### src/rtl/fifo_rd_stream_adapter.sv
// ---------------------------------------------------------------------------
// fifo_rd_stream_adapter
//
// Read-side adapter for the MAC's asynchronous FIFO, in the read clock domain.
// It pops the FIFO and presents the words as a valid/ready stream. The
// FIFO's one-cycle read latency is hidden by a two-entry output buffer
// (head + skid), so the stream sustains one word per clock under any
// backpressure without losing or duplicating words.
//
// Ports:
//   clk_rd         in   read-domain clock, rising edge
//   reset_n        in   asynchronous active-low reset
//   fifo_data_out  in   FIFO read data, valid the cycle after fifo_rd_en
//   fifo_empty     in   FIFO empty flag (read-domain synchronous)
//   fifo_rd_en     out  FIFO pop strobe (combinational)
//   m_tdata        out  stream data (registered, head of buffer)
//   m_tvalid       out  stream valid (registered)
//   m_tready       in   downstream accept
//   words_out      out  saturating transfer counter  (FIFO_RD_STATS_EN only)
//   stall_cnt      out  saturating starve counter    (FIFO_RD_STATS_EN only)
//
// Optional feature macro: FIFO_RD_STATS_EN adds the two statistics counters.
// ---------------------------------------------------------------------------
module fifo_rd_stream_adapter #(
  parameter int FIFO_DATA_WIDTH = 8
) (
  input  logic                       clk_rd,
  input  logic                       reset_n,
  input  logic [FIFO_DATA_WIDTH-1:0] fifo_data_out,
  input  logic                       fifo_empty,
  output logic                       fifo_rd_en,
  output logic [FIFO_DATA_WIDTH-1:0] m_tdata,
  output logic                       m_tvalid,
  input  logic                       m_tready
`ifdef FIFO_RD_STATS_EN
  ,
  output logic [15:0]                words_out,
  output logic [15:0]                stall_cnt
`endif
);

  logic [1:0]                 count_q, count_d;
  logic                       inflight_q, inflight_d;
  logic [FIFO_DATA_WIDTH-1:0] head_q, head_d;
  logic [FIFO_DATA_WIDTH-1:0] skid_q, skid_d;
  logic                       m_tvalid_q, m_tvalid_d;

  logic                       transfer_s;
  logic [2:0]                 occupancy_s;

  assign transfer_s  = m_tvalid_q & m_tready;
  // Words held or on their way, after this cycle's transfer leaves. Never
  // underflows: a transfer implies count_q >= 1.
  assign occupancy_s = {1'b0, count_q} + {2'b00, inflight_q} - {2'b00, transfer_s};

  // Pop only when the returning word is guaranteed a buffer slot; reset_n
  // gating keeps the strobe low for the whole reset interval.
  assign fifo_rd_en  = reset_n & ~fifo_empty & (occupancy_s < 3'd2);

  assign m_tdata     = head_q;
  assign m_tvalid    = m_tvalid_q;

  // Buffer next-state: capture of the in-flight word and/or departure of head.
  always_comb begin
    count_d    = count_q;
    head_d     = head_q;
    skid_d     = skid_q;
    inflight_d = fifo_rd_en;
    case ({inflight_q, transfer_s})
      2'b10: begin
        // Capture only: fill head if empty, otherwise the skid slot.
        if (count_q == 2'd0) begin
          head_d  = fifo_data_out;
          count_d = 2'd1;
        end else begin
          skid_d  = fifo_data_out;
          count_d = 2'd2;
        end
      end
      2'b01: begin
        // Transfer only: skid (if any) advances into head.
        count_d = count_q - 2'd1;
        if (count_q == 2'd2) begin
          head_d = skid_q;
        end else begin
          head_d = head_q;
        end
      end
      2'b11: begin
        // Capture and transfer together: occupancy is unchanged.
        if (count_q == 2'd2) begin
          head_d = skid_q;
          skid_d = fifo_data_out;
        end else begin
          head_d = fifo_data_out;
        end
      end
      default: begin
        count_d = count_q;
      end
    endcase
    m_tvalid_d = (count_d != 2'd0);
  end

  // Buffer, in-flight and valid registers.
  always_ff @(posedge clk_rd or negedge reset_n) begin
    if (!reset_n) begin
      count_q    <= 2'd0;
      inflight_q <= 1'b0;
      head_q     <= '0;
      skid_q     <= '0;
      m_tvalid_q <= 1'b0;
    end else begin
      count_q    <= count_d;
      inflight_q <= inflight_d;
      head_q     <= head_d;
      skid_q     <= skid_d;
      m_tvalid_q <= m_tvalid_d;
    end
  end

`ifdef FIFO_RD_STATS_EN
  logic [15:0] words_q, words_d;
  logic [15:0] stall_q, stall_d;
  logic        seen_xfer_q, seen_xfer_d;

  // Saturating counters; stalls count only once the stream has started.
  always_comb begin
    seen_xfer_d = seen_xfer_q | transfer_s;
    if (transfer_s && (words_q != 16'hFFFF)) begin
      words_d = words_q + 16'd1;
    end else begin
      words_d = words_q;
    end
    if (seen_xfer_q && !m_tvalid_q && m_tready && fifo_empty && (stall_q != 16'hFFFF)) begin
      stall_d = stall_q + 16'd1;
    end else begin
      stall_d = stall_q;
    end
  end

  // Statistics registers.
  always_ff @(posedge clk_rd or negedge reset_n) begin
    if (!reset_n) begin
      words_q     <= 16'd0;
      stall_q     <= 16'd0;
      seen_xfer_q <= 1'b0;
    end else begin
      words_q     <= words_d;
      stall_q     <= stall_d;
      seen_xfer_q <= seen_xfer_d;
    end
  end

  assign words_out = words_q;
  assign stall_cnt = stall_q;
`endif

endmodule

### config.mk
export PLATFORM = sky130hd
export DESIGN_NAME = fifo_rd_stream_adapter
export DESIGN_NICKNAME = d
export VERILOG_FILES = /design/src/rtl/fifo_rd_stream_adapter.sv
export SDC_FILE = /design/constraint.sdc
export NUM_CORES = 1
export LEC_CHECK = 0
export ABC_AREA = 1
export CAP_MARGIN = 5
export CORE_MARGIN = 4
export CORE_UTILIZATION = 45
export CTS_CLUSTER_SIZE = 10
export DETAILED_ROUTE_END_ITERATION = 12
export GPL_TIMING_DRIVEN = 0
export PLACE_DENSITY = 0.71
export SYNTH_ARGS = -nofsm -noshare
export SYNTH_HDL_FRONTEND = slang
export SYNTH_SLANG_ARGS = --single-unit
### constraint.sdc
create_clock -name clk_rd -period 4.1 [get_ports clk_rd]
set_input_delay 0.82 -clock clk_rd [delete_from_list [all_inputs] [get_ports clk_rd]]
set_output_delay 0.82 -clock clk_rd [all_outputs]
set_load 0.02 [all_outputs]
==> results of run 1 <==
worst register-to-register path, cell delays in order, from the launching register on:
cell and delay [ps]:
dfrtp_1 400, nand2_1 110, inv_1 70, ha_1 310, inv_1 100, nand2_1 70
fa_1 470, nand2_1 50, nor3_1 270
placed cells by master, fill, tap and decap left out, drive strengths merged:
cell and count:
nand2 73, dfrtp 20, clkdlybuf4s50 20, nand3 17, inv 12, ha 6
clkbuf 4, o21ai 3, xor2 1, nor3 1, nor2 1, nand3b 1
fa 1, dlygate4sd2 1
cell families after synthesis:
| logic type | count (synthesis) | synth area share (%) |
|---|---|---|
| and+or+nand+nor | 93 | 37.3 |
| DFF | 20 | 46.5 |
| buffers and inverters | 12 | 4.18 |
| adders and majority gates | 7 | 8.83 |
| AOI/OAI and AO/OA | 3 | 2.44 |
| xor gates and xnor gates | 1 | 0.813 |
per-layer routing:
layer | GRT usage (%) | up-vias
li1 | - | 472
met1 | 22.4 | 427
met2 | 24.8 | 30
met3 | 2.71 | 4
met4 | 5.96 | 0
met5 | 0 | -
Yosys cell counts:
master	n	share of area, %
xor2_1	1	0.81
o21ai_0	2	0.93
nor3_1	1	0.46
o21ai_4	1	1.5
ha_1	6	7.0
inv_1	11	3.8
nand2_1	69	24
nand2_4	1	1.0
nand3b_2	1	1.0
dfrtp_1	20	46
fa_1	1	1.9
inv_2	1	0.35
nand2_2	3	1.7
nor2_4	1	1.0
nand3_1	17	7.9
stage by stage:
stage | cell area (um^2) | cells | TNS (ps) | total power, mW
CTS | 1360 | 189 | 0 | 0.976
global placement | 1320 | 185 | 0 | 0.835
finish | 1360 | 189 | 0 | 0.968
global route | 1360 | 189 | 0 | 1.07
detailed placement | 1320 | 185 | -53.6 | 0.860
floorplan | 1080 | 136 | 0 | 0.681
registers in the layout (all words and copies together) (netlist names):
register / flops
count_q: 2
inflight_q: 1
m_tdata: 8
m_tvalid: 1
skid_q: 8
where the power goes:
part           internal (mW)  leakage [nW]  switching, mW
Sequential             0.286         0.251         0.0502
Clock                 0.0542        0.0210         0.0609
Combinational          0.205         0.456          0.312
repair_timing:
action | 4_1_cts | 5_1_grt
gates resized for setup | 1 | 0
hold buffers | 0 | 0
setup endpoints to repair | 1 | 0
how the worst max path moves through the flow:
stage	from	endpoint	slack, ps	cells past startpoint
floorplan	m_tready	fifo_rd_en	850	8
global placement	m_tready	fifo_rd_en	4	10
detailed placement	m_tready	fifo_rd_en	-50	10
CTS	m_tready	fifo_rd_en	230	10
global route	m_tready	fifo_rd_en	80	10
finish	m_tready	fifo_rd_en	240	10
final cells by class:
type / instances / area (um^2) / share of cell area [%]
Sequential cell: 20 / 500 / 36.9
Timing Repair Buffer: 21 / 209 / 15.4
Tap cell: 28 / 35.0 / 2.58
Clock buffer: 4 / 36.3 / 2.67
Multi-Input combinational cell: 104 / 532 / 39.2
Inverter: 12 / 45.0 / 3.32
==> qor.log, run 1 <==
INFO  sta            post-route-period-util=94.1%
INFO  cells_and_area finalCoreUtilization=60.2%
INFO  floorplan      die-area=0.00324mm^2
INFO  critical_path  worstPathCellList=clkdlybuf4s50_1, nand2_1, inv_1, ha_1, inv_1, nand2_1, fa_1, nand2_1, nor3_1, dlygate4sd2_1
INFO  routing        wl_per_cell=12.2um
INFO  sta            hold_slack=485ps
INFO  sta            transition_at_the_pin_with_the_smallest_max_transition_slack=935ps
INFO  critical_path  slowest_stage=fa_1
INFO  floorplan      core.rowCount=17
INFO  sta            timing.final.setup_violations=0
INFO  cts            post_cts_repair_timing_setup_buffer_count=0
INFO  yosys          syn_avg_cell_area=7.92um^2
INFO  cts            ctsRootBufferMaster=clkbuf_4
INFO  floorplan      die_height=56.9um
INFO  global_route   antenna_found_initial=0
INFO  routing        detail_route.wirelength=2320um
INFO  yosys          syn-instance-count=136
INFO  global_route   grt_start_max_net_pins=22
INFO  routing        firstDrtPassIters=5
INFO  critical_path  critPathRequiredTime=3280ps
INFO  floorplan      die_width=56.9um
INFO  cells_and_area layout-area-overhead-vs-synth=26.0%
INFO  placement      place_congestion=0.779
INFO  routing        via_count_of_the_routed_design=933
INFO  yosys          syn_nets=155
INFO  yosys          netlist_area_pre_place=0.00108mm^2
INFO  sta            slew_viol_final=0
INFO  routing        wirelength_met1=1090um
INFO  cts            clock_sink_count=20
INFO  sta            grt_setup_unrepaired=false
INFO  yosys          synth.yosys.seq_area_share=46.5%
INFO  cts            cts_inserted_buffers=3
INFO  yosys          unique_masters_post_synth=15
INFO  worst_hold_path hold_end=skid_q[6]$_DFFE_PN0P_
INFO  routing        met2_length=1050um
INFO  global_route   overflow=0
INFO  critical_path  start_kind=primary input
INFO  sta            period_minus_slack=3860ps
INFO  placement      place.detailed.hpwl=1730um
INFO  placement      place.port_buffers=21
INFO  routing        route.detailed.drc=0
INFO  critical_path  cp.buffers_inverters=4
INFO  cells_and_area layout.nets=181
INFO  yosys          synth_seq_cells=20
INFO  sta            slew_headroom=37.5%
INFO  routing        dr_wl_met3=146um
INFO  cells_and_area drive_gt1_share=7.45%
INFO  cts            htree_levels=1
INFO  power          leakagePower=0.728nW
INFO  sta            max_clock_freq=0.259GHz
INFO  critical_path  worst_path_dominant_cell_family=buffers and inverters
INFO  routing        vias_per_cell=4.94
INFO  global_route   grt_use_total=16.0%
INFO  cts            clockBufferDepth=2
INFO  critical_path  dominant_cell_type_by_count_on_the_critical_path=nand2_1
INFO  routing        detail_route.iter0.violations=40
INFO  cts            tritoncts=yes
INFO  yosys          ys.warnings.count=0
INFO  floorplan      core_outline_area=0.00225mm^2
INFO  cts            clkSlewWorstSetupHoldPaths=110ps
INFO  critical_path  timing.critical_path.arrival=3040ps
INFO  cts            clk_latency=300ps
INFO  run_status     status=finished, final reports clean
INFO  critical_path  worst_path_largest_cell_delay=470ps
INFO  power          power_per_cell_area=713mW/mm^2
INFO  worst_hold_path hp-start=skid_q[6]$_DFFE_PN0P_
INFO  sta            worst_clk_skew=3.40ps
INFO  critical_path  crit_fanout=3
INFO  cells_and_area n_fill_cell=226
INFO  critical_path  end_kind=output pin
INFO  worst_hold_path hold_class=register to register
INFO  worst_hold_path hold-path-cell-count=2
INFO  floorplan      top_level_ports=22
INFO  run            timing.max_cap.violations=0
INFO  routing        dr.max_layer_used=met4
INFO  cells_and_area antenna_cells_inserted=0
INFO  sta            timing_hold_violations_final=0
INFO  critical_path  worstReg2RegEnd=inflight_q$_DFF_PN0_
INFO  power          max-vdd-ir-drop=0.000439V
INFO  sta            setup_slack=241ps
INFO  critical_path  worst-setup-path-type=primary input to output pin
INFO  global_route   vias_in_the_first_global_route=940
INFO  critical_path  r2r_setup_slack=2140ps
INFO  critical_path  critical_path.reg2reg.startpoint=m_tvalid$_DFF_PN0_
INFO  placement      pre_cts_setup_slack=-53.6ps
INFO  routing        drt.antenna.violating_nets=0
INFO  floorplan      starting_utilization_of_the_core_area=47.8%
INFO  global_route   grt_pass1_wl=4170um
INFO  critical_path  worst-r2r-cell-count=8
No activity file was read; power rests on OpenSTA's default activity.
==> inputs of run 2 (changes only) <==
Settings changed: CAP_MARGIN 5 to 25, SKIP_LAST_GASP set to 1.
==> results of run 2 <==
The final DEF is identical to that of run 1; final timing and power are the same.
==> inputs of run 3 (changes only) <==
Settings changed: CORE_MARGIN 4 to unset, CORE_UTILIZATION 45 to 53, GPL_TIMING_DRIVEN 0 to unset, PLACE_DENSITY 0.71 to 0.82.
==> run 3 against run 2 <==
  * Clock skew grew 4.2 ps
  * Sequential cell count is the same
  * Routed wire length shrank 0.52%
  * Non-clock buffer count grew 2
  * Setup slack gained 75 ps
  * Via count grew 0.96%
  * Register-to-register slack gained 100 ps
  * Fmax grew 2.0%
  * Critical path type unchanged
  * Largest cell class unchanged
  * Largest power group unchanged
  * Highest routed layer unchanged
==> qor.log, run 3 (synthesis gave the netlist of run 1 again) <==
INFO  run_status     status=finished, final reports clean
INFO  cells_and_area antenna_cells_inserted=0
INFO  routing        via_count_of_the_routed_design=942
INFO  routing        detail_route.iter0.violations=35
INFO  cts            clkSlewWorstSetupHoldPaths=110ps
INFO  floorplan      die-area=0.00222mm^2
INFO  critical_path  timing.critical_path.arrival=2960ps
INFO  floorplan      die_width=47.1um
INFO  critical_path  start_kind=primary input
INFO  sta            timing_hold_violations_final=0
INFO  sta            timing.final.setup_violations=0
INFO  cts            clk_latency=310ps
INFO  run            timing.max_cap.violations=0
INFO  routing        drt.antenna.violating_nets=0
INFO  cells_and_area n_fill_cell=135
INFO  critical_path  crit_end=fifo_rd_en
INFO  cts            clock_sink_count=20
INFO  global_route   grt_pass1_wl=3570um
INFO  cells_and_area layout.area.seq=500um^2
INFO  floorplan      starting_utilization_of_the_core_area=59.2%
INFO  critical_path  critical_path.reg2reg.startpoint=m_tvalid$_DFF_PN0_
INFO  critical_path  end_kind=output pin
INFO  cts            ctsRootBufferMaster=clkbuf_4
INFO  sta            slew_headroom=76.7%
INFO  routing        route.detailed.drc=0
INFO  power          power_per_cell_area=711mW/mm^2
INFO  global_route   overflow=0
INFO  cells_and_area mostFrequentLayoutCells=nand2_1 (69), dfrtp_1 (20), clkdlybuf4s50_1 (20), nand3_1 (17), inv_1 (11)
INFO  sta            slew_viol_final=0
INFO  power          max-vdd-ir-drop=0.000494V
INFO  sta            max_clock_freq=0.264GHz
INFO  critical_path  worst-setup-path-type=primary input to output pin
INFO  power          p_total=0.973mW
INFO  cts            tritoncts=yes
INFO  routing        firstDrtPassIters=4
INFO  routing        wl_per_cell=12.3um
INFO  cells_and_area commonest_non_fill_non_tap_cell_in_the_layout=nand2_1
INFO  cells_and_area layout.nets=183
INFO  cts            htree_levels=1
INFO  placement      place_congestion=0.881
INFO  worst_hold_path hold-path-cell-count=2
INFO  worst_hold_path hp-start=skid_q[7]$_DFFE_PN0P_
INFO  critical_path  r2r_setup_slack=2240ps
INFO  sta            grt_setup_unrepaired=false
INFO  sta            transition_at_the_pin_with_the_smallest_max_transition_slack=349ps
INFO  worst_hold_path hold_class=register to register
INFO  global_route   grt_start_max_net_pins=21
INFO  floorplan      core_outline_area=0.00182mm^2
INFO  critical_path  worstReg2RegEnd=inflight_q$_DFF_PN0_
INFO  placement      place.detailed.hpwl=1710um
INFO  global_route   vias_in_the_first_global_route=810
INFO  power          leakagePower=0.737nW
INFO  sta            post-route-period-util=92.3%
INFO  sta            worst_clk_skew=7.58ps
INFO  cells_and_area layout-area-overhead-vs-synth=27.1%
INFO  global_route   grt_use_total=24.5%
INFO  placement      place.port_buffers=21
INFO  cells_and_area drive_gt1_share=8.59%
INFO  floorplan      top_level_ports=22
INFO  cells_and_area multiInputGateArea=532um^2
INFO  critical_path  setup.worst_path.start=m_tready
INFO  sta            hold_slack=486ps
INFO  cts            clockBufferDepth=2
INFO  cells_and_area finalCoreUtilization=75.2%
INFO  floorplan      core.rowCount=15
INFO  floorplan      die_height=47.1um
INFO  critical_path  critPathRequiredTime=3280ps
INFO  routing        vias_per_cell=5.01
INFO  cts            cts_inserted_buffers=3
INFO  cts            post_cts_repair_timing_setup_buffer_count=0
INFO  sta            period_minus_slack=3780ps
INFO  critical_path  worst-r2r-cell-count=8
INFO  critical_path  crit_fanout=3
INFO  routing        detail_route.wirelength=2300um
INFO  global_route   antenna_found_initial=0
run 3: cell count changes in the layout (fill, tap and decap cells not counted), sizes merged:
cell | previous run | this run
buf | 0 | 2
run 3: cell type report:
class                      instances  area share, %
multi-input combinational        104           38.8
sequential                        20           36.6
timing repair buffer              23           16.4
inverter                          12           3.29
clock buffer                       4           2.65
tap                               25           2.29
run 3: how the worst min path moves through the flow:
| stage | endpoint |
|---|---|
| finish | skid_q[7]$_DFFE_PN0P_ |
| global route | skid_q[4]$_DFFE_PN0P_ |
| floorplan | skid_q[0]$_DFFE_PN0P_ |
| global placement | skid_q[6]$_DFFE_PN0P_ |
| CTS | skid_q[6]$_DFFE_PN0P_ |
| detailed placement | skid_q[6]$_DFFE_PN0P_ |
run 3: critical path, cell delays in order:
cell and delay, ps:
clkdlybuf4s50_1 450, nand2_1 60, inv_1 80, ha_1 250
inv_1 100, nand2_1 70, fa_1 480, nand2_1 50
nor3_1 220, dlygate4sd2_1 370
run 3: per-stage QoR:
step	std cells	setup slack [ps]	area, um^2	setup TNS (ps)
3_5_place_dp	184	-5.91	1330	-5.91
6_report	188	316	1370	0
2_1_floorplan	136	849	1080	0
4_1_cts	188	286	1370	0
5_1_grt	188	111	1370	0
3_3_place_gp	184	81.5	1330	0
run 3: what timing repair did:
item	in CTS	in global routing
hold buffers	0	0
gates resized for setup	1	0
endpoints found under the setup margin	1	0
run 3: per-layer routing:
layer | GRT usage, % | wire length (um)
met4 | 14.3 | 48
met3 | 5.77 | 123
met5 | 0 | 0
met2 | 35.3 | 1050
met1 | 33.6 | 1080
run 3: report_power, final:
part / switching, mW / internal [mW] / leakage (nW)
logic: 0.308 / 0.208 / 0.465
registers: 0.0537 / 0.286 / 0.251
clock network: 0.0629 / 0.0543 / 0.0210
total: 0.425 / 0.548 / 0.737
